## src/rtl/branch_resolve_stage.sv

```systemverilog
// Execute-to-memory register stage: resolves conditional branches against NZCV,
// emits a one-cycle taken pulse and squashes the wrong-path shadow behind it.
module branch_resolve_stage #(
  parameter int WORD   = 32,
  parameter int SHADOW = 1
) (
  input  logic            clk_i,
  input  logic            rst_n_i,
  input  logic            valid_i,
  input  logic            stall_i,
  input  logic            flush_i,
  input  logic [WORD-1:0] alu_result_i,
  input  logic [3:0]      status_reg_i,
  input  logic            is_cond_branch_i,
  input  logic [3:0]      cond_code_i,
  input  logic [WORD-1:0] branch_target_i,
  input  logic            reg_wr_en_i,
  input  logic [3:0]      reg_dest_i,
  input  logic            mem_rd_en_i,
  input  logic            mem_wr_en_i,
  input  logic [WORD-1:0] store_data_i,
  output logic            valid_o,
  output logic [WORD-1:0] alu_result_o,
  output logic [WORD-1:0] store_data_o,
  output logic            reg_wr_en_o,
  output logic            mem_rd_en_o,
  output logic            mem_wr_en_o,
  output logic [3:0]      reg_dest_o,
  output logic            branch_taken_o,
  output logic [WORD-1:0] branch_target_o
);

  localparam logic [1:0] SHADOW_LD = SHADOW[1:0];

  logic [1:0] shadow_cnt;
  logic       cond_pass;
  logic       flag_n, flag_z, flag_c, flag_v;

  assign {flag_n, flag_z, flag_c, flag_v} = status_reg_i;

  always_comb begin
    cond_pass = 1'b0;
    case (cond_code_i)
      4'b0000: cond_pass = flag_z;
      4'b0001: cond_pass = !flag_z;
      4'b0010: cond_pass = flag_c;
      4'b0011: cond_pass = !flag_c;
      4'b0100: cond_pass = flag_n;
      4'b0101: cond_pass = !flag_n;
      4'b0110: cond_pass = flag_v;
      4'b0111: cond_pass = !flag_v;
      4'b1000: cond_pass = flag_c && !flag_z;
      4'b1001: cond_pass = !flag_c || flag_z;
      4'b1010: cond_pass = (flag_n == flag_v);
      4'b1011: cond_pass = (flag_n != flag_v);
      4'b1100: cond_pass = !flag_z && (flag_n == flag_v);
      4'b1101: cond_pass = flag_z || (flag_n != flag_v);
      4'b1110: cond_pass = 1'b1;
      default: cond_pass = 1'b0;
    endcase
  end

  always_ff @(posedge clk_i) begin
    if (!rst_n_i) begin
      valid_o         <= 1'b0;
      alu_result_o    <= '0;
      store_data_o    <= '0;
      reg_wr_en_o     <= 1'b0;
      mem_rd_en_o     <= 1'b0;
      mem_wr_en_o     <= 1'b0;
      reg_dest_o      <= '0;
      branch_taken_o  <= 1'b0;
      branch_target_o <= '0;
      shadow_cnt      <= '0;
    end else if (flush_i) begin
      valid_o        <= 1'b0;
      reg_wr_en_o    <= 1'b0;
      mem_rd_en_o    <= 1'b0;
      mem_wr_en_o    <= 1'b0;
      branch_taken_o <= 1'b0;
      shadow_cnt     <= '0;
    end else if (stall_i) begin
      // payload holds, but the taken pulse must never stretch
      branch_taken_o <= 1'b0;
    end else begin
      branch_taken_o <= 1'b0;
      alu_result_o   <= alu_result_i;
      store_data_o   <= store_data_i;
      reg_dest_o     <= reg_dest_i;
      if (valid_i && shadow_cnt == 2'd0) begin
        valid_o     <= 1'b1;
        reg_wr_en_o <= reg_wr_en_i;
        mem_rd_en_o <= mem_rd_en_i;
        mem_wr_en_o <= mem_wr_en_i;
        if (is_cond_branch_i && cond_pass) begin
          branch_taken_o  <= 1'b1;
          branch_target_o <= branch_target_i;
          shadow_cnt      <= SHADOW_LD;
        end
      end else begin
        valid_o     <= 1'b0;
        reg_wr_en_o <= 1'b0;
        mem_rd_en_o <= 1'b0;
        mem_wr_en_o <= 1'b0;
        if (valid_i) shadow_cnt <= shadow_cnt - 2'd1;
      end
    end
  end

endmodule

```

## config.mk

```make
export PLATFORM = sky130hd
export DESIGN_NAME = branch_resolve_stage
export DESIGN_NICKNAME = d
export VERILOG_FILES = /design/src/rtl/branch_resolve_stage.sv
export SDC_FILE = /design/constraint.sdc
export NUM_CORES = 1
export LEC_CHECK = 0
export BUFFER_PORTS_ARGS = -buffer_cell sky130_fd_sc_hd__buf_4
export CAP_MARGIN = 30
export CORE_MARGIN = 4
export CORE_UTILIZATION = 32
export DETAILED_ROUTE_END_ITERATION = 8
export GPL_TIMING_DRIVEN = 0
export HOLD_SLACK_MARGIN = 0.06
export PLACE_DENSITY = 0.63
export SKIP_LAST_GASP = 1
export SLEW_MARGIN = 40
export SYNTH_ARGS = -nofsm -noshare
export SYNTH_HDL_FRONTEND = slang
export SYNTH_SLANG_ARGS = --single-unit
```

## constraint.sdc

```tcl
create_clock -name clk_i -period 2.4 [get_ports clk_i]
set_input_delay 0.24 -clock clk_i [delete_from_list [all_inputs] [get_ports clk_i]]
set_output_delay 0.24 -clock clk_i [all_outputs]
set_load 0.05 [all_outputs]
```

==> results.md, run 1 <==
* Clk_skew at 0.00502 ns
* Initial DRT Pass Iterations at 4
* Final worst-path cycle share at about two thirds
* FF+latch count, synth at between 100 and 150
* Final-report setup violation count at 0
* Cell leakage power at between 2 and 3 nW
* Residual overflow from global routing at 0
* Fmax at between 600 and 700 MHz
* Area grow syn2layout at 50.5%
* Syn nets at roughly 610
* Hpwl dp at between 10000 and 15000 um
* Mapped Area at approximately 4200 um2
* CP endpoint kind: flip-flop
* Critical Path RT at between 2 and 3 ns
* Die Y at roughly 120 um
* Syn_area_per_cell at about 8.6 um2
* Top post-synthesis cells by area: dfxtp_1 51%, nand2_1 18%, a21boi_0 12%
* Tot Pwr at about 4.0 mW
* Peak supply drop at about 0.47 mV
* Primary FF master, synth: dfxtp_1
* Yosys cell types at 34
* Core ar. at approximately 13000 um2
* Worst Path Max Fanout at 10
* Max-cap violation count at 0
* Routed WL per cell at 14.2 um
* Fin util at between 40% and 50%
* Worst hold margin at ~0.12 ns
* Synth area leader: dfxtp_1
* RSZ-0062 raised after global routing: false
* Global placement routability congestion at slightly above 0.8
* First-pass GRT wire length at between 15000 and 20000 um
* CP Launch Type: flip-flop
* Port Buffer Count at between 200 and 250
* DRC at 0
* FFs w/ async S/R, synth at 0%
* Final min period at around 1.6 ns
* Initial drt markers at ~190
* Initial antenna violation count at 0
* Cell Rows at slightly above 40
* Nets@finish at between 800 and 900
* CTS H-tree depth at 3
* Synth Warn # at 0
* Initial Util at about 33%
* Dpl ws at between 0.4 and 0.5 ns
* Vias at between 4000 and 5000
* Pwr Density at 621 nW/um2
* Post-CTS Setup Bufs at 0
* Tot GR Track Use at 16.5%
* TNS Setup at 0 ns
* Total routed wirelength at roughly 13000 um
* Clock Latency Late Sink at about 0.34 ns
* Status: complete, no violations
* Share of the synthesized area in the top cell type at between 50% and 60%
* Final ANT Viol Nets at 0
* CTS Root Buffer Type: clkbuf_16
* Critical path type: reg2reg
* TritonCTS clock tree: built
* Measured slew at the worst slew-check pin at between 0.5 and 0.6 ns
* Final WS setup at 0.766 ns
* Synth Instances at 494
* Inserted Clock Buffers at 9
* Die area at approximately 15000 um2
* CTS resizes at 0
* EDFF count, synth at 0
* Via/cell ratio at about 4.6
* Num ports at 222
* CTS Hold Bufs at 0
* Clock buffer depth at 2
* N_diodes at 0
* Share of cells above drive strength 1 at 33.5%
* Placement Cell Area at between 6000 and 7000 um2
* Num Clock Sinks at between 100 and 150
* Largest net degree at the start of global routing at 18
* Design Area, Final at 6380 um2
* Die X at between 100 and 150 um
* Rel. slew slack at about two thirds
* Pins Over Slew Limit at 0
* Hold Crit Class: in2reg
* Layout Cells excl Fill at roughly 900
* Reg area at between 2000 and 2500 um2
* Seq/Total Area, Yosys at approximately 51%
* Clk slew on worst S/H paths at 0.07 ns
* Vias in the first global route at 4065
* Final Hold Viols at 0
* Area of the multi-input gates at 1910 um2
* Placed insts at approximately 890
* Crit path DAT at 1.90 ns
* Filler cell count in the final layout at between 1000 and 1500
## power breakdown
| part | internal [mW] | total [mW] | switching [mW] | leakage (nW) |
|---|---|---|---|---|
| clock network | 0.730 | 1.39 | 0.661 | 0.130 |
| registers | 1.84 | 1.87 | 0.0327 | 0.871 |
| logic | 0.281 | 0.698 | 0.417 | 1.79 |
| total | 2.85 | 3.96 | 1.11 | 2.79 |
## synthesized netlist by cell type (3+ instances only)
cell,count
a21boi_0,70
mux2i_1,34
nand2_1,204
o21ai_0,3
a22o_1,3
nor2_1,4
clkbuf_1,29
buf_8,3
dfxtp_1,107
a21oi_1,3
## worst paths after layout
check	cells past startpoint	startpoint	slack, ns	end
worst min register to register	2	branch_target_o[12]	0.46	branch_target_o[12]
worst max-delay path	6	shadow_cnt[0]	0.77	branch_target_o[26]
worst max register to register	6	shadow_cnt[0]	0.77	branch_target_o[26]
worst min-delay path	2	reg_wr_en_i	0.12	reg_wr_en_o
## placed cells by master (no fill, tap or decap), drive strengths merged, types with 3 or more instances in the layout
master    instances
clkinvlp          3
buf             227
clkinv            3
a21boi           70
o21ai             3
clkbuf           39
mux2i            34
nand2           204
nor2              4
a22o              3
a21oi             3
dfxtp           107
## cells by family (layout without fill, tap and decap cells)
family / count (synthesis) / after routing / share of synthesized area [%]
simple gates: 224 / 224 / 20.9
flops: 107 / 107 / 50.5
compound gates: 88 / 88 / 15.4
buf+inv: 38 / 273 / 4.49
mux: 34 / 34 / 8.03
xor+xnor: 3 / 3 / 0.620
## sequential cells by signal, indices dropped and copies added, names as in the netlist
name,flops
branch_target_o,32
shadow_cnt,2
reg_wr_en_o,1
alu_result_o,32
mem_rd_en_o,1
mem_wr_en_o,1
branch_taken_o,1
store_data_o,32
valid_o,1
reg_dest_o,4
## worst max-delay path: stages, from the launching register on
cell and delay, ns:
dfxtp_1 0.33, or2_2 0.30, nor3_1 0.21, o211a_1 0.21, buf_6 0.14, buf_8 0.16
mux2i_1 0.20
## routing by layer
layer  part of all wire [%]  vias to the layer above  GRT usage, %
li1                       -                     2061             -
met1                     40                     1908          19.1
met2                     50                      121          28.4
met3                    7.0                       22          5.12
met4                    2.5                        0          6.85
met5                      0                        -             0
## layout make-up
| class | count | share of cell area, % |
|---|---|---|
| Buffer | 37 | 2.92 |
| Clock inverter | 6 | 0.647 |
| Inverter | 1 | 0.0589 |
| Clock buffer | 10 | 3.75 |
| Multi-Input combinational cell | 349 | 29.9 |
| Timing Repair Buffer | 219 | 25.8 |
| Tap cell | 172 | 3.37 |
| Sequential cell | 107 | 33.6 |
No activity file was read; power rests on OpenSTA's default activity.
==> run 2: changes to the inputs <==
--- a/config.mk
+++ b/config.mk
@@ -12,7 +12,7 @@
 export DETAILED_ROUTE_END_ITERATION = 8
 export GPL_TIMING_DRIVEN = 0
 export HOLD_SLACK_MARGIN = 0.06
-export PLACE_DENSITY = 0.63
+export PLACE_DENSITY = 0.65
 export SKIP_LAST_GASP = 1
 export SLEW_MARGIN = 40
 export SYNTH_ARGS = -nofsm -noshare
==> constraint.sdc (replaced) <==
create_clock -name clk_i -period 1.5 [get_ports clk_i]
set_input_delay 0.15 -clock clk_i [delete_from_list [all_inputs] [get_ports clk_i]]
set_output_delay 0.15 -clock clk_i [all_outputs]
set_load 0.05 [all_outputs]
==> run 2 against run 1 <==
  * The flow now finishes with violations (negative setup slack)
  * Hold slack lost 0.052 ns
  * Total power grew 66%
  * Die area is the same
==> results.md, run 2 (synthesized netlist as in run 1, its figures left out) <==
* Status: finished, violations left
* Failing checks: negative setup slack
* CTS H-tree depth at 3
* Final-report setup violation count at 26
* Routed WL per cell at around 14 um
* CP endpoint kind: flip-flop
* Port Buffer Count at 219
* Via/cell ratio at ~4.5
* Die area at roughly 15000 um2
* Clock buffer depth at 2
* Global placement routability congestion at between 0.7 and 0.8
* Dpl ws at -0.338 ns
* Vias in the first global route at 4534
* Max incr delay on CP at 0.32 ns
* Worst r2r path cells at 6
* RR Endpoint: branch_target_o[3]
* Share of cells above drive strength 1 at approximately a third
* Final min period at between 1.5 and 2 ns
* Layout Cells excl Fill at 982
* Nets@finish at 923
* CP Launch Type: flip-flop
* Cells along the critical path: or2_4 -> nor3_4 -> o211a_1 -> buf_6 -> buf_12 -> mux2i_1
* Worst hold margin at 0.0691 ns
* Max-cap violation count at 0
* Fmax at 649 MHz
* Final WS setup at -0.0397 ns
* Slowest stage cell, crit path: dfxtp_2
* Die Y at ~120 um
* Total routed wirelength at ~14000 um
* Hold Crit Class: in2reg
* Cell leakage power at about 3.2 nW
* Placement Cell Area at between 6000 and 7000 um2
* Clock Latency Late Sink at ~0.34 ns
* Final Hold Viols at 0
* RSZ-0062 raised after global routing: true
* Tot GR Track Use at 18.0%
* Biggest regs: alu_result_o: 32 flops, branch_target_o: 32 flops, store_data_o: 32 flops
* TritonCTS clock tree: built
* Die X at approximately 120 um
* Initial drt markers at approximately 220
* Most frequent cells in the layout: 220 x buf_4, 204 x nand2_1, 106 x dfxtp_1
* R2R setup slack at -0.04 ns
* Initial DRT Pass Iterations at 4
* Clk slew on worst S/H paths at 0.07 ns
* Pins Over Slew Limit at 0
* Worst Path Max Fanout at 10
* Cell Rows at just over 40
* DRC at 0
* Filler cell count in the final layout at 1104
* Num Clock Sinks at 107
* Vias at around 4500
* Residual overflow from global routing at 0
* CTS Root Buffer Type: clkbuf_16
* Peak supply drop at between 0.5 and 0.6 mV
* Core ar. at roughly 13000 um2
* Hold Path Stages at 3
* Hold path startpoint: store_data_i[28]
* Hold worst-path end: store_data_o[28]
* Final ANT Viol Nets at 0
* Clk_skew at 0.00363 ns
* Initial Util at about a third
* Hpwl dp at ~10000 um
* Pwr Density at 901 nW/um2
* Largest net degree at the start of global routing at 16
* Design Area, Final at 7290 um2
* Most common cell after layout, fill and taps aside: buf_4
* Worst Path Buf+Inv at 2
* First-pass GRT wire length at ~22000 um
* Top delay family on crit path: simple AND/OR/NAND/NOR gates
* Reg-to-reg startpoint: shadow_cnt[0]
* Rel. slew slack at 69.0%
* N_diodes at 0
* Final worst-path cycle share at 103%
* Fin util at between 50% and 60%
* Placed insts at 885
* Crit path DAT at approximately 1.8 ns
* Initial antenna violation count at 0
* Num ports at between 200 and 250
* Critical Path RT at roughly 1.8 ns
* Critical path type: reg2reg
* Area grow syn2layout at 72.1%
* Measured slew at the worst slew-check pin at around 0.46 ns
* Inserted Clock Buffers at 9
==> run 2: per-layer routing <==
metal  up-vias  GRT usage, %  share of wire (%)
li1       2223             -                  -
met5         -             0                  0
met3        35          4.57                6.4
met1      2046          20.5                 40
met4         0          9.55                3.6
met2       146          31.1                 50
==> run 2: worst max-delay path by stage <==
stage,startpoint,to,slack [ns],depth (start not counted)
final,shadow_cnt[0],branch_target_o[3],-0.04,6
after global routing,shadow_cnt[0],branch_target_o[3],-0.11,6
after CTS,shadow_cnt[0],branch_target_o[3],-0.04,6
after detailed placement,stall_i,alu_result_o[20],-0.34,6
after global placement,stall_i,alu_result_o[27],-0.28,6
after floorplan,cond_code_i[0],branch_target_o[10],-0.007,9
==> run 2: metrics by stage <==
stage               TNS [ns]  power, mW
floorplan             -0.224       3.70
global placement      -14.14       4.17
detailed placement    -17.31       4.19
CTS                   -0.576       6.64
global route           -2.26       6.85
finish                -0.481       6.57
==> run 2: timing repair <==
item / in CTS / in global routing
pin swaps: 2 / 0
gates resized for setup: 9 / 12
setup buffers: 2 / 0
cloned: 1 / 0
setup endpoints to repair: 37 / 54
hold buffers: 79 / 0
hold endpoints to repair: 79 / 0
==> run 2: power by group <==
part | internal (mW) | switching [mW]
combinational | 0.603 | 0.719
sequential | 2.94 | 0.0519
clock | 1.25 | 1.01
total | 4.79 | 1.78
==> run 2: layout make-up <==
| type | count | area (um2) | share of cell area [%] |
|---|---|---|---|
| plain buffers | 37 | 230 | 3.16 |
| clock buffers | 13 | 270 | 3.71 |
| clock inverters | 2 | 10.0 | 0.137 |
| inverters | 1 | 3.75 | 0.0515 |
| multi-input cells | 349 | 1940 | 26.6 |
| flip-flops and latches | 107 | 2140 | 29.4 |
| well taps | 172 | 215 | 2.95 |
| repair buffers | 301 | 2480 | 34.0 |
==> run 2: worst min-delay path: stages <==
cell and delay, ns:
buf_4 0.11, nand2_1 0.05, a21boi_0 0.06
